**config.mk**
```make
export PLATFORM = sky130hd
export DESIGN_NAME = drop_sequencer
export DESIGN_NICKNAME = d
export VERILOG_FILES = /design/src/rtl/drop_sequencer.sv
export SDC_FILE = /design/constraint.sdc
export NUM_CORES = 1
export LEC_CHECK = 0
export BUFFER_PORTS_ARGS = -buffer_cell sky130_fd_sc_hd__clkbuf_2
export CORE_UTILIZATION = 35
export DETAILED_ROUTE_END_ITERATION = 10
export GPL_TIMING_DRIVEN = 0
export PLACE_DENSITY_LB_ADDON = 0.12
export SLEW_MARGIN = 20
export SYNTH_ARGS = -nofsm -noshare
export SYNTH_HDL_FRONTEND = slang
export SYNTH_SLANG_ARGS = --single-unit
```
**constraint.sdc**
```tcl
create_clock -name frame_clk -period 4.4 [get_ports frame_clk]
set_input_delay 0.88 -clock frame_clk [delete_from_list [all_inputs] [get_ports frame_clk]]
set_output_delay 0.88 -clock frame_clk [all_outputs]
set_load 0.01 [all_outputs]
```
**src/rtl/drop_sequencer.sv**
```systemverilog
// drop_sequencer: once-per-frame game-flow controller for the falling-block playfield.
// It decides what the active piece does each frame and drives the piece mover and
// the playfield grid with one-cycle command strobes. After each lock it scans the
// rows for full lines and clears them, then updates the line count and level.
// Optional feature: define DROP_SEQ_AUTOREPEAT_EN to repeat lateral moves while a/d is held.
module drop_sequencer #(
    parameter int GRAV_INIT       = 48,
    parameter int GRAV_DEC        = 4,
    parameter int GRAV_MIN        = 4,
    parameter int LOCK_DELAY      = 30,
    parameter int LINES_PER_LEVEL = 10,
    parameter int ROWS            = 30
) (
    input  logic       frame_clk,
    input  logic       Reset,
    input  logic [7:0] keycode_i,
    input  logic       blocked_down_i,
    input  logic       blocked_left_i,
    input  logic       blocked_right_i,
    input  logic       blocked_rot_i,
    input  logic       spawn_blocked_i,
    input  logic       row_full_i,
    output logic       spawn_o,
    output logic [1:0] step_x_o,
    output logic       step_y_o,
    output logic       rotate_o,
    output logic       lock_o,
    output logic       clear_row_o,
    output logic [4:0] scan_row_o,
    output logic [7:0] lines_o,
    output logic [3:0] level_o,
    output logic       game_over_o,
    output logic [2:0] state_o
);

    typedef enum logic [2:0] {
        SPAWN    = 3'd0,
        FALL     = 3'd1,
        LOCKWAIT = 3'd2,
        HARD     = 3'd3,
        LOCK     = 3'd4,
        SCAN     = 3'd5,
        CLEAR    = 3'd6,
        OVER     = 3'd7
    } state_t;

    localparam logic [7:0] KEY_LEFT  = 8'h04;
    localparam logic [7:0] KEY_RIGHT = 8'h07;
    localparam logic [7:0] KEY_ROT   = 8'h1A;
    localparam logic [7:0] KEY_SOFT  = 8'h16;
    localparam logic [7:0] KEY_HARD  = 8'h2C;

    state_t     state_q;
    logic [7:0] prevKey_q;
    logic [7:0] gravCnt_q;
    logic [7:0] lockCnt_q;
    logic [4:0] scanRow_q;
    logic [7:0] lines_q;
    logic [3:0] level_q;
    logic [3:0] lvlCnt_q;
    logic       gameOver_q;
    logic       spawn_q;
    logic [1:0] stepX_q;
    logic       stepY_q;
    logic       rotate_q;
    logic       lock_q;
    logic       clearRow_q;

    logic       keyNew;
    logic       busy;
    logic       repeatTick;
    logic [7:0] levelDec;
    logic [7:0] basePeriod;
    logic [7:0] period;
    logic [7:0] periodM1;
    logic       gravDue;
    logic [7:0] gravCnt_d;
    logic [7:0] lockCnt_d;
    logic [7:0] lines_d;
    logic [3:0] level_d;
    logic [3:0] lvlCnt_d;
    logic       hardReq;
    logic       leftReq;
    logic       rightReq;
    logic       rotReq;

    // A command key counts only on the cycle it first appears; the cycle right
    // after any strobe belongs to the mover/grid, so inputs are not trusted then.
    assign keyNew = (keycode_i != prevKey_q);
    assign busy   = spawn_q | (|stepX_q) | stepY_q | rotate_q | lock_q | clearRow_q;

`ifdef DROP_SEQ_AUTOREPEAT_EN
    logic [4:0] repCnt_q;

    // Frames since the last key change; folds 19 back to 16 so a held key repeats every 4 frames
    always_ff @(posedge frame_clk) begin
        if (Reset) begin
            repCnt_q <= '0;
        end else if (keyNew) begin
            repCnt_q <= 5'd1;
        end else if (repCnt_q == 5'd19) begin
            repCnt_q <= 5'd16;
        end else begin
            repCnt_q <= repCnt_q + 5'd1;
        end
    end

    assign repeatTick = !keyNew && (repCnt_q == 5'd16);
`else
    assign repeatTick = 1'b0;
`endif

    // Gravity period, saturating counter next-values and decoded move requests
    always_comb begin
        levelDec = 8'(int'(level_q) * GRAV_DEC);
        if (int'(levelDec) + GRAV_MIN >= GRAV_INIT) begin
            basePeriod = 8'(GRAV_MIN);
        end else begin
            basePeriod = 8'(GRAV_INIT) - levelDec;
        end
        period    = (keycode_i == KEY_SOFT) ? 8'd1 : basePeriod;
        periodM1  = period - 8'd1;
        gravDue   = (gravCnt_q >= periodM1);
        gravCnt_d = gravDue ? periodM1 : gravCnt_q + 8'd1;
        lockCnt_d = (lockCnt_q == 8'hFF) ? lockCnt_q : lockCnt_q + 8'd1;
        lines_d   = (lines_q == 8'hFF) ? lines_q : lines_q + 8'd1;
        if (lvlCnt_q == 4'(LINES_PER_LEVEL - 1)) begin
            lvlCnt_d = 4'd0;
            level_d  = (level_q == 4'hF) ? level_q : level_q + 4'd1;
        end else begin
            lvlCnt_d = lvlCnt_q + 4'd1;
            level_d  = level_q;
        end
        hardReq  = keyNew && (keycode_i == KEY_HARD);
        leftReq  = (keyNew || repeatTick) && (keycode_i == KEY_LEFT) && !blocked_left_i;
        rightReq = (keyNew || repeatTick) && (keycode_i == KEY_RIGHT) && !blocked_right_i;
        rotReq   = keyNew && (keycode_i == KEY_ROT) && !blocked_rot_i;
    end

    // Game-flow FSM: one decision per frame, every output registered
    always_ff @(posedge frame_clk) begin
        if (Reset) begin
            state_q    <= SPAWN;
            prevKey_q  <= 8'h00;
            gravCnt_q  <= '0;
            lockCnt_q  <= '0;
            scanRow_q  <= '0;
            lines_q    <= '0;
            level_q    <= '0;
            lvlCnt_q   <= '0;
            gameOver_q <= 1'b0;
            spawn_q    <= 1'b0;
            stepX_q    <= 2'b00;
            stepY_q    <= 1'b0;
            rotate_q   <= 1'b0;
            lock_q     <= 1'b0;
            clearRow_q <= 1'b0;
        end else begin
            prevKey_q  <= keycode_i;
            spawn_q    <= 1'b0;
            stepX_q    <= 2'b00;
            stepY_q    <= 1'b0;
            rotate_q   <= 1'b0;
            lock_q     <= 1'b0;
            clearRow_q <= 1'b0;
            case (state_q)
                SPAWN: begin
                    if (!busy) begin
                        if (spawn_blocked_i) begin
                            state_q    <= OVER;
                            gameOver_q <= 1'b1;
                        end else begin
                            spawn_q   <= 1'b1;
                            gravCnt_q <= '0;
                            lockCnt_q <= '0;
                            state_q   <= FALL;
                        end
                    end
                end
                FALL: begin
                    gravCnt_q <= gravCnt_d;
                    if (!busy) begin
                        if (hardReq) begin
                            state_q <= HARD;
                        end else if (rightReq) begin
                            stepX_q <= 2'b01;
                        end else if (leftReq) begin
                            stepX_q <= 2'b11;
                        end else if (rotReq) begin
                            rotate_q <= 1'b1;
                        end else if (gravDue) begin
                            if (blocked_down_i) begin
                                state_q <= LOCKWAIT;
                            end else begin
                                stepY_q   <= 1'b1;
                                gravCnt_q <= '0;
                            end
                        end
                    end
                end
                LOCKWAIT: begin
                    lockCnt_q <= lockCnt_d;
                    if (!busy && hardReq) begin
                        state_q <= LOCK;
                    end else if (!busy && !blocked_down_i) begin
                        state_q   <= FALL;
                        gravCnt_q <= '0;
                    end else if (lockCnt_q == 8'(LOCK_DELAY - 1)) begin
                        state_q <= LOCK;
                    end else if (!busy) begin
                        if (rightReq) begin
                            stepX_q <= 2'b01;
                        end else if (leftReq) begin
                            stepX_q <= 2'b11;
                        end else if (rotReq) begin
                            rotate_q <= 1'b1;
                        end
                    end
                end
                HARD: begin
                    if (!busy) begin
                        if (blocked_down_i) begin
                            state_q <= LOCK;
                        end else begin
                            stepY_q <= 1'b1;
                        end
                    end
                end
                LOCK: begin
                    if (!busy) begin
                        lock_q    <= 1'b1;
                        scanRow_q <= 5'(ROWS - 1);
                        state_q   <= SCAN;
                    end
                end
                SCAN: begin
                    if (!busy) begin
                        if (row_full_i) begin
                            clearRow_q <= 1'b1;
                            state_q    <= CLEAR;
                        end else if (scanRow_q == 5'd0) begin
                            state_q <= SPAWN;
                        end else begin
                            scanRow_q <= scanRow_q - 5'd1;
                        end
                    end
                end
                CLEAR: begin
                    lines_q  <= lines_d;
                    level_q  <= level_d;
                    lvlCnt_q <= lvlCnt_d;
                    state_q  <= SCAN;
                end
                OVER: begin
                    gameOver_q <= 1'b1;
                end
                default: begin
                    state_q <= SPAWN;
                end
            endcase
        end
    end

    assign spawn_o     = spawn_q;
    assign step_x_o    = stepX_q;
    assign step_y_o    = stepY_q;
    assign rotate_o    = rotate_q;
    assign lock_o      = lock_q;
    assign clear_row_o = clearRow_q;
    assign scan_row_o  = scanRow_q;
    assign lines_o     = lines_q;
    assign level_o     = level_q;
    assign game_over_o = gameOver_q;
    assign state_o     = state_q;

endmodule

```
### Word-level counts from Yosys, hierarchy flattened

Index checks and enable logic that the tools add are counted.

* eq/ne operators: 38
* reduce and logical (&&, ||, !) cells: 32
* bitwise logic cells: 10
* order comparisons: 2
* multiplexer cells: 76
* add/sub/neg operators: 9

Operator list (number)
* $mux 8: 15
* $mux 3: 18
* $ne 2x2->1 const B: 13
* $add 8x1->8 const B: 3
* $eq 8x5->1 const B: 3
* $pmux 8 s3: 1
* $mux 1: 22
* $pmux 3 s7: 1
* $mux 5: 4
* $ne 3x3->1 const B: 6
* $eq 8x3->1 const B: 2
* $eq 8x8->1 const B: 2
* $mux 2: 8
* $pmux 8 s2: 1
* $reduce_and 14->1: 1
* $eq 3x3->1 const B: 4
* $pmux 5 s2: 1
* $reduce_and 5->1: 2
* $logic_and 1x1->1: 9
* $add 4x1->4 const B: 2
* $eq 4x4->1 const B: 2
* $eq 8x6->1 const B: 1
* $ge 8x8->1: 1
* $ne 8x8->1: 1
* other kinds (24): 44

* bits of input ports: 16
* register bits after elaboration: 56
* logic and storage cells: 182
* output and inout port bits: 28

### Longest topological paths before layout

Gate-level depths: netlist (run 1).

* word-level depth: 15
* mapped depth: 14
* mapped depth without buffers: 14

### Least setup slack after synthesis (run 1)

No wires, ideal clock.

* path type: input -> register
* start point: in keycode_i[5]
* end point: reg state_q[2] (netlist: state_o[2])
* arrival: 3419 ps
* path buffers: 0
* cell stages on the path: 12
* data required time: 4279 ps
* setup time: 121 ps
* slack: 859 ps
* cell sequence: or3_4 -> nor4b_2 -> inv_2 -> nand4_1 -> ha_1 -> a21oi_1 -> o21ai_0 -> a41oi_1 -> a21oi_1 -> and2_4 -> o31a_2 -> mux2_4

* longest elaborated chain between the ends: 6
* elaborated cells on any way between the ends: 28
* classes of those cells: 1 x add/sub; 1 x order compare; 12 x eq/ne; 5 x mux; 9 x reduce/logical

RTL lines
* from (decl): line 16 `input logic [7:0] keycode_i,`
* $eq 8x5->1: line 121 `period = (keycode_i == KEY_SOFT) ? 8'd1 : basePeriod;`
* $mux 8: line 121
* $sub 8x1->8: line 122 `periodM1 = period - 8'd1;`
* $ge 8x8->1: line 123 `gravDue = (gravCnt_q >= periodM1);`
* $ne 3x3->1 (no line)
* $reduce_and 14->1 (no line)
* to (signal assigned): line 143 `state_q <= SPAWN;`
* to (signal assigned): line 170 `state_q <= OVER;`
* to (signal assigned): line 176 `state_q <= FALL;`
* to (decl): line 53 `state_t state_q;`

Parallel ways exist; a longest one is shown, timed or not. The select of a mux whose other input is x is not followed.
A chain may end at the register's enable or synchronous reset.

### Worst setup path after layout (run 1)

* start point: in keycode_i[5]
* end point: reg gravCnt_q[1]

* longest elaborated chain between the ends: 13
* elaborated cells on any way between the ends: 28
* classes of those cells: 1 x add/sub; 1 x order compare; 7 x eq/ne; 10 x mux; 9 x reduce/logical

RTL lines
* $eq 8x5->1: line 121
* $mux 8: line 121
* $sub 8x1->8: line 122
* $ge 8x8->1: line 123
* $mux 8: line 124 `gravCnt_d = gravDue ? periodM1 : gravCnt_q + 8'd1;`
* $mux 8: line 192 `if (blocked_down_i) begin`
* $mux 8: line 191 `end else if (gravDue) begin`
* $mux 8: line 189 `end else if (rotReq) begin`
* $mux 8: line 187 `end else if (leftReq) begin`
* $mux 8: line 185 `end else if (rightReq) begin`
* $mux 8: line 183 `if (hardReq) begin`
* $mux 8: line 182 `if (!busy) begin`
* $pmux 8 s3: line 166 `case (state_q)`
* to (signal assigned): line 181 `gravCnt_q <= gravCnt_d;`
* to (decl): line 55 `logic [7:0] gravCnt_q;`

Parallel ways exist; a longest one is shown, timed or not.

==> results.json, run 1 <==
{
  "layout_worst_path_cycle_share_pct": 87.6,
  "drtIter0Drc": 109,
  "setup_viol_count_final": 0,
  "r2r_setup_slack_ps": 790,
  "dr_total_vias": 2883,
  "n_antenna_cell": 0,
  "clock_latency_ps": 310,
  "crit_required_ps": 4660,
  "p_leak_nw": 1.49,
  "holdCritStartpoint": "lockCnt_q[4]",
  "rr_startpoint": "level_o[0]",
  "cts_buffer_depth": 2,
  "netlist_area_mm2": 0.00326,
  "ir_drop_mv": 0.194,
  "max-cap-violations": 0,
  "grt_pass1_vias": 2686,
  "dp_slack_ps": 180,
  "cts_tree": "yes",
  "fin_area_mm2": 0.00370,
  "antenna_found_initial": 0,
  "htree_levels": 2,
  "fmax_mhz": 260,
  "via_per_inst": 5.32,
  "critPathTopFamily": "simple AND/OR/NAND/NOR gates",
  "p_comb_share_pct": 40.2,
  "r2r_end": "gravCnt_q[1]",
  "tightest_slew_ps": 628,
  "die_w_um": 98.4,
  "totalWireLength_um": 7480,
  "synth_edf_count": 0,
  "dr.pass1.iters": 9,
  "hp-class": "reg2reg",
  "critPathLaunchType": "input pin",
  "rsz0062_at_grt": "false",
  "core_mm2": 0.00885,
  "root_buffer": "clkbuf_8",
  "setup_tns_ps": 0,
  "ys_seq_area_share_pct": 34.4,
  "grt_start_max_net_pins": 19,
  "maxSlewHeadroom_pct": 58.0,
  "swShare_pct": 39.7,
  "ios": 44,
  "synth_flop_cell": "dfxtp_1",
  "grt_usage_pct": 16.4,
  "post-cts-setup-buffer-count": 0,
  "worstPathMaxFanout": 7,
  "ys_types": 65,
  "yosysTopAreaCell": "dfxtp_1",
  "cp_slowest_cell": "nor4b_2",
  "synth.top_cell.area_share_pct": 34.4,
  "rows": 34,
  "cp.arrival_ps": 4110,
  "areaGrowthSynthToFinish_pct": 13.6,
  "place_area_mm2": 0.00361,
  "syn_avg_cell_area_um2": 8.50,
  "cts_buffers": 5,
  "grt_first_pass_wirelength_um": 12900,
  "wl_per_cell_um": 13.8,
  "path_clk_slew_ps": 110,
  "die_y_um": 98.4,
  "hold_path_depth": 2,
  "status": "finished, violations left",
  "power_frac_seq_pct": 40.3,
  "crit_path_frequent_cell": "a21oi_1",
  "power_switching_uw": 607,
  "ys_seq_elements": 56,
  "synthCells": 383,
  "cp.buffers_inverters": 2,
  "gp_congestion": 0.884,
  "synthArstFlopShare_pct": 0,
  "cts.hold.buffers_added": 0,
  "cts_resized": 0,
  "initial_core_util_pct": 36.8,
  "grt_overflow": 0,
  "setup_slack_ps": 547,
  "finalHoldViolCount": 0,
  "ant_nets": 0,
  "dp_hpwl_um": 5600,
  "violations": "DRC",
  "place.port_buffers": 43,
  "critical_path_class": "in2reg",
  "whs_endpoint": "lockCnt_q[4]",
  "critical-path-max-stage-delay_ps": 590,
  "drive_above_1_share_pct": 16.1,
  "finalWorstPathRequiredPeriod_ps": 3850,
  "clock_sinks": 56,
  "dieArea_mm2": 0.00969,
  "worstRegToRegCells": 14,
  "drc": 1,
  "crit_chain": "clkbuf_2 -> or3_4 -> nor4b_2 -> inv_2 -> nand4_1 -> ha_1 -> a21oi_1 -> o21ai_0 -> a41oi_1 -> a21oi_1 -> and2_4 -> a311oi_4 -> a32o_1",
  "end_kind": "flop",
  "power_density_mw_per_mm2": 414,
  "internal-power_uw": 923,
  "slew_viol_final": 0,
  "synth_nets": 416,
  "yosysWarnings": 0,
  "fin_nets": 466,
  "fin_worst_skew_ps": 7.86,
  "ys_top_cells_by_area": "dfxtp_1, ha_1, nor2_1, xnor2_1, a21oi_1",
  "pwr-share-clk_pct": 19.5
}
routing by layer:
layer  global-route usage, %  routed length (um)  vias to the layer above  share of wire (%)
met5                       0                   0                        -                  0
met4                    4.02                  60                        0               0.80
met3                    3.26                 251                        5                3.4
met2                    27.4                3590                       45                 48
met1                    21.9                3580                     1349                 48
li1                        -                   -                     1484                  -
area by class of cell:
cell class              count  area [um^2]
flip-flops and latches     56         1120
fillers                   923         5150
repair buffers             43          215
clock inverters             3         22.5
multi-input cells         299         2020
well taps                 108          135
inverters                  16         60.1
clock buffers               5         68.8
plain buffers              12         53.8
flip-flops by register name, indices dropped and copies added, names as in the netlist, 2 cells and up:
register,cells
lines_o,8
prevKey_q,8
lvlCnt_q,4
step_x_o,2
scan_row_o,5
lockCnt_q,8
state_o,3
level_o,4
gravCnt_q,8
power by group through the flow:
stage / Combinational [mW] / Clock, mW / Sequential, mW
6_report: 0.615 / 0.298 / 0.617
5_1_grt: 0.688 / 0.334 / 0.628
4_1_cts: 0.613 / 0.312 / 0.617
3_5_place_dp: 0.610 / 0 / 0.629
3_3_place_gp: 0.608 / 0 / 0.628
2_1_floorplan: 0.450 / 0 / 0.628
synthesized netlist by cell type, drive strengths merged, types with 3 or more instances:
| cell type | number |
|---|---|
| a211oi | 3 |
| a21oi | 22 |
| a22o | 4 |
| a311oi | 3 |
| a31oi | 3 |
| a32o | 3 |
| and2 | 3 |
| and3 | 14 |
| buf | 4 |
| clkbuf | 8 |
| dfxtp | 56 |
| ha | 17 |
| inv | 16 |
| mux2i | 6 |
| nand2 | 28 |
| nand2b | 13 |
| nand3 | 10 |
| nand4 | 11 |
| nor2 | 39 |
| nor2b | 12 |
| nor3 | 7 |
| nor4 | 5 |
| nor4b | 3 |
| o21a | 4 |
| o21ai | 22 |
| o31ai | 3 |
| or2 | 4 |
| or3 | 7 |
| or3b | 3 |
| xnor2 | 15 |
| xor2 | 10 |
worst min-delay path, stage by stage (launching register included):
cell and delay (ps):
dfxtp_1 340, nand2_1 60, a21oi_1 50
kinds of logic after synthesis:
kind of cell	count (synthesis)	synth area share [%]
XOR/XNOR	25	6.73
adder cells (fa/ha/maj)	17	6.53
buffers and inverters	28	3.50
AO/OA/AOI/OAI	83	18.4
AND/OR/NAND/NOR	167	28.1
flip-flops	56	34.4
multiplexers	7	2.31
through the flow:
stage	util (%)	total power, mW	cells	hold slack, ps
floorplan	-	1.08	383	436
global placement	40.8	1.24	534	456
detailed placement	40.8	1.24	534	463
CTS	41.8	1.54	542	482
global route	41.8	1.65	542	512
finish	41.8	1.53	542	484
how the worst max path moves through the flow:
stage,start,to,slack (ps),cells past startpoint
floorplan,keycode_i[5],state_o[2],860,12
global placement,keycode_i[5],gravCnt_q[1],170,13
detailed placement,keycode_i[5],gravCnt_q[1],180,13
CTS,keycode_i[5],gravCnt_q[1],500,13
global route,keycode_i[5],gravCnt_q[1],270,13
finish,keycode_i[5],gravCnt_q[1],550,13
layout by cell type, fill, tap and decap left out, types with 4 or more instances in the layout:
cell      count
nor4_1        5
nand2b_1     13
o21ai_1       8
a21oi_1      22
inv_1        14
xnor2_1      15
xor2_1       10
nor2_1       38
dfxtp_1      56
clkbuf_2     43
nand4_1      11
clkbuf_8      5
and3_1       14
mux2i_1       6
nand2_1      28
nor2b_1      12
clkbuf_1      8
o21a_1        4
ha_1         17
a22o_1        4
o21ai_0      14
nand3_1      10
or3_1         6
nor3_1        7
(Power assumes the default switching activity.)
==> inputs of run 2 (changes only) <==
--- a/config.mk
+++ b/config.mk
@@ -6,7 +6,9 @@
 export NUM_CORES = 1
 export LEC_CHECK = 0
 export BUFFER_PORTS_ARGS = -buffer_cell sky130_fd_sc_hd__clkbuf_2
-export CORE_UTILIZATION = 35
+export CELL_PAD_IN_SITES_DETAIL_PLACEMENT = 2
+export CELL_PAD_IN_SITES_GLOBAL_PLACEMENT = 2
+export CORE_UTILIZATION = 31
 export DETAILED_ROUTE_END_ITERATION = 10
 export GPL_TIMING_DRIVEN = 0
 export PLACE_DENSITY_LB_ADDON = 0.12
==> constraint.sdc (replaced) <==
create_clock -name frame_clk -period 3.5 [get_ports frame_clk]
set_input_delay 0.7 -clock frame_clk [delete_from_list [all_inputs] [get_ports frame_clk]]
set_output_delay 0.7 -clock frame_clk [all_outputs]
set_load 0.01 [all_outputs]
==> results.json, run 2 (synthesized netlist as in run 1, its figures left out) <==
{
  "root_buffer": "clkbuf_8",
  "gp_congestion": 0.759,
  "die_y_um": 104,
  "power_frac_seq_pct": 39.6,
  "cp_slowest_cell": "or3_4",
  "power_switching_uw": 809,
  "initial_core_util_pct": 31.8,
  "internal-power_mw": 1.16,
  "grt_first_pass_wirelength_um": 15700,
  "hp-class": "reg2reg",
  "grt_overflow": 0,
  "rows": 37,
  "rsz0062_at_grt": "false",
  "cts_buffer_depth": 2,
  "status": "complete, no violations",
  "grt_pass1_vias": 3137,
  "crit_chain": "clkbuf_2 -> or3_4 -> nor4b_4 -> buf_4 -> inv_2 -> nand4_1 -> ha_1 -> a21oi_1 -> o21ai_0 -> a41oi_1 -> a21oi_2 -> and2_4 -> o31a_2 -> mux2_4",
  "holdCritStartpoint": "lockCnt_q[4]",
  "grt_start_max_net_pins": 19,
  "ios": 44,
  "setup_slack_ps": 152,
  "crit_required_ps": 3730,
  "pwr-share-clk_pct": 19.5,
  "dr_total_vias": 3009,
  "power_density_mw_per_mm2": 522,
  "critical_path_class": "in2reg",
  "tightest_slew_ps": 645,
  "path_clk_slew_ps": 110,
  "clock_sinks": 56,
  "critPathLaunchType": "input pin",
  "dp_slack_ps": -719,
  "end_kind": "flop",
  "die_w_um": 104,
  "fin_nets": 469,
  "rr_startpoint": "level_o[0]",
  "r2r_setup_slack_ps": 250,
  "drtIter0Drc": 116,
  "final_core_util_pct": 37.0,
  "place.port_buffers": 43,
  "slew_viol_final": 0,
  "worstRegToRegCells": 14,
  "place_area_mm2": 0.00364,
  "dr.pass1.iters": 4,
  "setup_viol_count_final": 0,
  "p_comb_share_pct": 41.0,
  "setup_tns_ps": 0,
  "dieArea_mm2": 0.0109,
  "ir_drop_mv": 0.189,
  "fin_worst_skew_ps": 9.78,
  "finalWorstPathRequiredPeriod_ps": 3350,
  "fmax_mhz": 299,
  "n_antenna_cell": 0,
  "cts_buffers": 5,
  "areaGrowthSynthToFinish_pct": 16.2,
  "r2r_end": "state_o[2]",
  "hold_path_depth": 2,
  "final_cell_mix": "dfxtp_1, clkbuf_2, nor2_1",
  "final_common_cell": "dfxtp_1",
  "cts_tree": "yes",
  "drc": 0,
  "max-cap-violations": 0,
  "totalWireLength_um": 9410,
  "cp.arrival_ps": 3570,
  "critical-path-max-stage-delay_ps": 430,
  "htree_levels": 2,
  "dp_hpwl_um": 7300,
  "fin_area_mm2": 0.00378,
  "maxSlewHeadroom_pct": 57.0,
  "finalHoldViolCount": 0,
  "swShare_pct": 41.0,
  "clock_latency_ps": 330,
  "wl_per_cell_um": 16.4,
  "ant_nets": 0,
  "fill_cells": 1216,
  "whs_endpoint": "lockCnt_q[4]",
  "core_mm2": 0.0102,
  "grt_usage_pct": 18.0,
  "layout_worst_path_cycle_share_pct": 95.6,
  "antenna_found_initial": 0,
  "worstPathMaxFanout": 5,
  "p_leak_nw": 1.52,
  "drive_above_1_share_pct": 18.3,
  "via_per_inst": 5.25
}
-- run 2: cell count changes in the layout (fill, tap and decap cells not counted), sizes merged --
cell	before	now
buf	4	8
clkbuf	56	55
-- run 2: worst max path at each step --
stage / from / endpoint / slack [ps] / cells after the start
3_3_place_gp: keycode_i[5] / gravCnt_q[1] / -660 / 13
5_1_grt: keycode_i[5] / gravCnt_q[0] / 20 / 15
2_1_floorplan: keycode_i[5] / state_o[2] / 140 / 12
3_5_place_dp: keycode_i[5] / gravCnt_q[1] / -720 / 13
4_1_cts: keycode_i[5] / state_o[2] / 7 / 13
6_report: keycode_i[5] / state_o[2] / 150 / 14
-- run 2: area by class of cell --
| class | instances | area, um^2 | share of cell area [%] |
|---|---|---|---|
| Inverter | 16 | 60.1 | 1.59 |
| Buffer | 12 | 55.1 | 1.46 |
| Clock inverter | 3 | 22.5 | 0.595 |
| Multi-Input combinational cell | 299 | 2040 | 54.0 |
| Tap cell | 136 | 170 | 4.50 |
| Clock buffer | 5 | 68.8 | 1.82 |
| Timing Repair Buffer | 46 | 238 | 6.29 |
| Sequential cell | 56 | 1130 | 29.8 |
-- run 2: power groups by stage --
stage | clock (mW) | sequential [mW] | combinational (mW)
global route | 0.426 | 0.793 | 0.907
detailed placement | 0 | 0.797 | 0.807
CTS | 0.408 | 0.784 | 0.817
global placement | 0 | 0.795 | 0.788
finish | 0.384 | 0.781 | 0.809
floorplan | 0 | 0.789 | 0.565
-- run 2: critical path: cells and delay by family --
kind,cells,cell delay [ps]
multiplexers,1,300
AND/OR/NAND/NOR,4,1010
AO/OA/AOI/OAI,5,950
buffers and inverters,3,350
adder cells (fa/ha/maj),1,260
-- run 2: routing by layer --
metal  up-vias  track usage [%]  routed length, um
met5         -                0                  0
met4         0             4.59                 99
met3         6             3.20                274
met2        39             31.2               4570
met1      1481             22.8               4470
li1       1483                -                  -
-- run 2: per-stage QoR --
step           hold slack, ps  total power, mW  instances
3_3_place_gp              457             1.58        562
6_report                  477             1.97        573
4_1_cts                   487             2.01        571
3_5_place_dp              471             1.60        562
5_1_grt                   535             2.13        573
2_1_floorplan             436             1.35        383
-- run 2: timing repair --
item,CTS,global route
pin swaps,2,1
hold buffers,0,0
buffers inserted,1,2
resized for setup,5,5
setup endpoints to repair,12,11
==> inputs of run 3 (changes only) <==
--- a/config.mk
+++ b/config.mk
@@ -8,7 +8,8 @@
 export BUFFER_PORTS_ARGS = -buffer_cell sky130_fd_sc_hd__clkbuf_2
 export CELL_PAD_IN_SITES_DETAIL_PLACEMENT = 2
 export CELL_PAD_IN_SITES_GLOBAL_PLACEMENT = 2
-export CORE_UTILIZATION = 31
+export CORE_UTILIZATION = 32
+export CTS_BUF_LIST = sky130_fd_sc_hd__clkbuf_8
 export DETAILED_ROUTE_END_ITERATION = 10
 export GPL_TIMING_DRIVEN = 0
 export PLACE_DENSITY_LB_ADDON = 0.12
==> constraint.sdc (replaced) <==
create_clock -name frame_clk -period 2.85 [get_ports frame_clk]
set_input_delay 0.57 -clock frame_clk [delete_from_list [all_inputs] [get_ports frame_clk]]
set_output_delay 0.57 -clock frame_clk [all_outputs]
set_load 0.01 [all_outputs]
==> results.json, run 3 (synthesized netlist as in run 1, its figures left out) <==
{
  "totalWireLength_um": 10000,
  "gp_congestion": 0.772,
  "fmax_mhz": 328,
  "maxSlewHeadroom_pct": 55.2,
  "fin_area_mm2": 0.00409,
  "p_leak_nw": 1.62,
  "dp_hpwl_um": 7080,
  "cp.arrival_ps": 3320,
  "dp_slack_ps": -798,
  "grt_usage_pct": 19.8,
  "via_per_inst": 5.26,
  "die_y_um": 103,
  "power_switching_mw": 1.03,
  "dr_total_vias": 3069,
  "grt_first_pass_wirelength_um": 16200,
  "finalWorstPathRequiredPeriod_ps": 3050,
  "final_core_util_pct": 41.6,
  "ant_nets": 0,
  "htree_levels": 2,
  "violations": "setup timing",
  "wl_per_cell_um": 17.2,
  "place_area_mm2": 0.00369,
  "grt_pass1_vias": 3266,
  "cts_tree": "yes",
  "drc": 0,
  "status": "finished, violations left",
  "cts_buffers": 5,
  "final_cell_mix": "dfxtp_1, clkbuf_2, nor2_1",
  "cts.hold.buffers_added": 0,
  "setup_tns_ps": -1780,
  "slew_viol_final": 0,
  "setup_slack_ps": -201,
  "cp_slowest_cell": "or3_4",
  "power_frac_seq_pct": 38.5,
  "finalHoldViolCount": 0,
  "p_comb_share_pct": 42.4,
  "hold_ws_ps": 462,
  "rows": 36,
  "critPathLaunchType": "flop",
  "power_density_mw_per_mm2": 609,
  "drtIter0Drc": 89,
  "root_buffer": "clkbuf_8",
  "layout.cells.non_filler": 584,
  "setup_viol_count_final": 11,
  "fin_worst_skew_ps": 21.3,
  "critical_path_class": "reg2reg",
  "dr.pass1.iters": 4,
  "antenna_found_initial": 0,
  "layout_worst_path_cycle_share_pct": 107,
  "internal-power_mw": 1.46,
  "die_w_um": 103,
  "crit_chain": "ha_4 -> and4b_1 -> o21ai_2 -> nand4b_1 -> or3_4 -> ha_4 -> o21a_1 -> nor2_2 -> a21oi_4 -> and2_4 -> a311oi_4 -> buf_4 -> a32o_1",
  "total_power_mw": 2.49,
  "ir_drop_mv": 0.221,
  "grt_overflow": 0,
  "fin_nets": 483,
  "clock_latency_ps": 330,
  "areaGrowthSynthToFinish_pct": 25.5,
  "hp-class": "in2reg",
  "grt_start_max_net_pins": 20,
  "ios": 44,
  "swShare_pct": 41.4,
  "worstPathMaxFanout": 6,
  "crit_path_frequent_cell": "ha_4",
  "rsz0062_at_grt": "true",
  "path_clk_slew_ps": 120,
  "tightest_slew_ps": 667,
  "final_common_cell": "dfxtp_1",
  "pwr-share-clk_pct": 19.1,
  "core_mm2": 0.00982,
  "dieArea_mm2": 0.0106,
  "crit_required_ps": 3120,
  "end_kind": "flop",
  "clock_sinks": 56,
  "placed_cells": 559,
  "n_antenna_cell": 0,
  "place.port_buffers": 43,
  "initial_core_util_pct": 33.2,
  "critical-path-max-stage-delay_ps": 440,
  "max-cap-violations": 0,
  "drive_above_1_share_pct": 24.8,
  "cts_buffer_depth": 2
}
[run 3: cell types whose count changed in the layout (fill, tap and decap cells not counted), moves of 2 or more]
cell / before / now
buf_4: 3 / 15
ha_4: 0 / 6
ha_1: 16 / 11
buf_6: 1 / 5
a21oi_1: 21 / 19
a21oi_4: 0 / 2
clkbuf_2: 43 / 41
nand2_1: 28 / 26
nand2_2: 0 / 2
nand3_1: 10 / 8
nand3_2: 0 / 2
[run 3: what timing repair did]
item,in CTS,in global routing
pin swaps,15,17
buffers inserted,12,5
endpoints found under the hold margin,0,0
endpoints found under the setup margin,12,12
resized for setup,20,15
[run 3: power by group through the flow]
| stage | Combinational, mW | Sequential, mW | Clock, mW |
|---|---|---|---|
| 3_3_place_gp | 0.980 | 0.974 | 0 |
| 3_5_place_dp | 1.01 | 0.978 | 0 |
| 5_1_grt | 1.18 | 0.972 | 0.528 |
| 4_1_cts | 1.04 | 0.960 | 0.500 |
| 2_1_floorplan | 0.710 | 0.969 | 0 |
| 6_report | 1.06 | 0.957 | 0.476 |
[run 3: area by class of cell]
type | count | area, um^2
clock buffers | 5 | 68.8
repair buffers | 60 | 363
flip-flops and latches | 56 | 1130
clock inverters | 3 | 25.0
plain buffers | 12 | 57.6
multi-input cells | 299 | 2220
inverters | 16 | 60.1
fillers | 1179 | 5730
well taps | 133 | 166
[run 3: metal layers]
layer	share of wire, %	global-route usage (%)	wire, um	up-vias
li1	-	-	-	1512
met1	45	24.5	4520	1521
met2	52	36.5	5210	30
met3	2.2	2.78	220	6
met4	0.89	4.23	89	0
met5	0	0	0	-
[run 3: worst paths after layout]
kind                      from           end  slack, ps  depth (start not counted)
setup / recovery    level_o[0]  gravCnt_q[1]       -200                         13
hold / removal    keycode_i[6]  prevKey_q[6]        460                          2
setup reg to reg    level_o[0]  gravCnt_q[1]       -200                         13
hold reg to reg   lockCnt_q[4]  lockCnt_q[4]        480                          2
[run 3: worst max-delay path: cells and delay by family (launching register included)]
family,cells,cell delay [ps]
simple gates,5,1130
buf+inv,1,190
flops,1,430
compound gates,5,850
fa+ha+maj,2,390
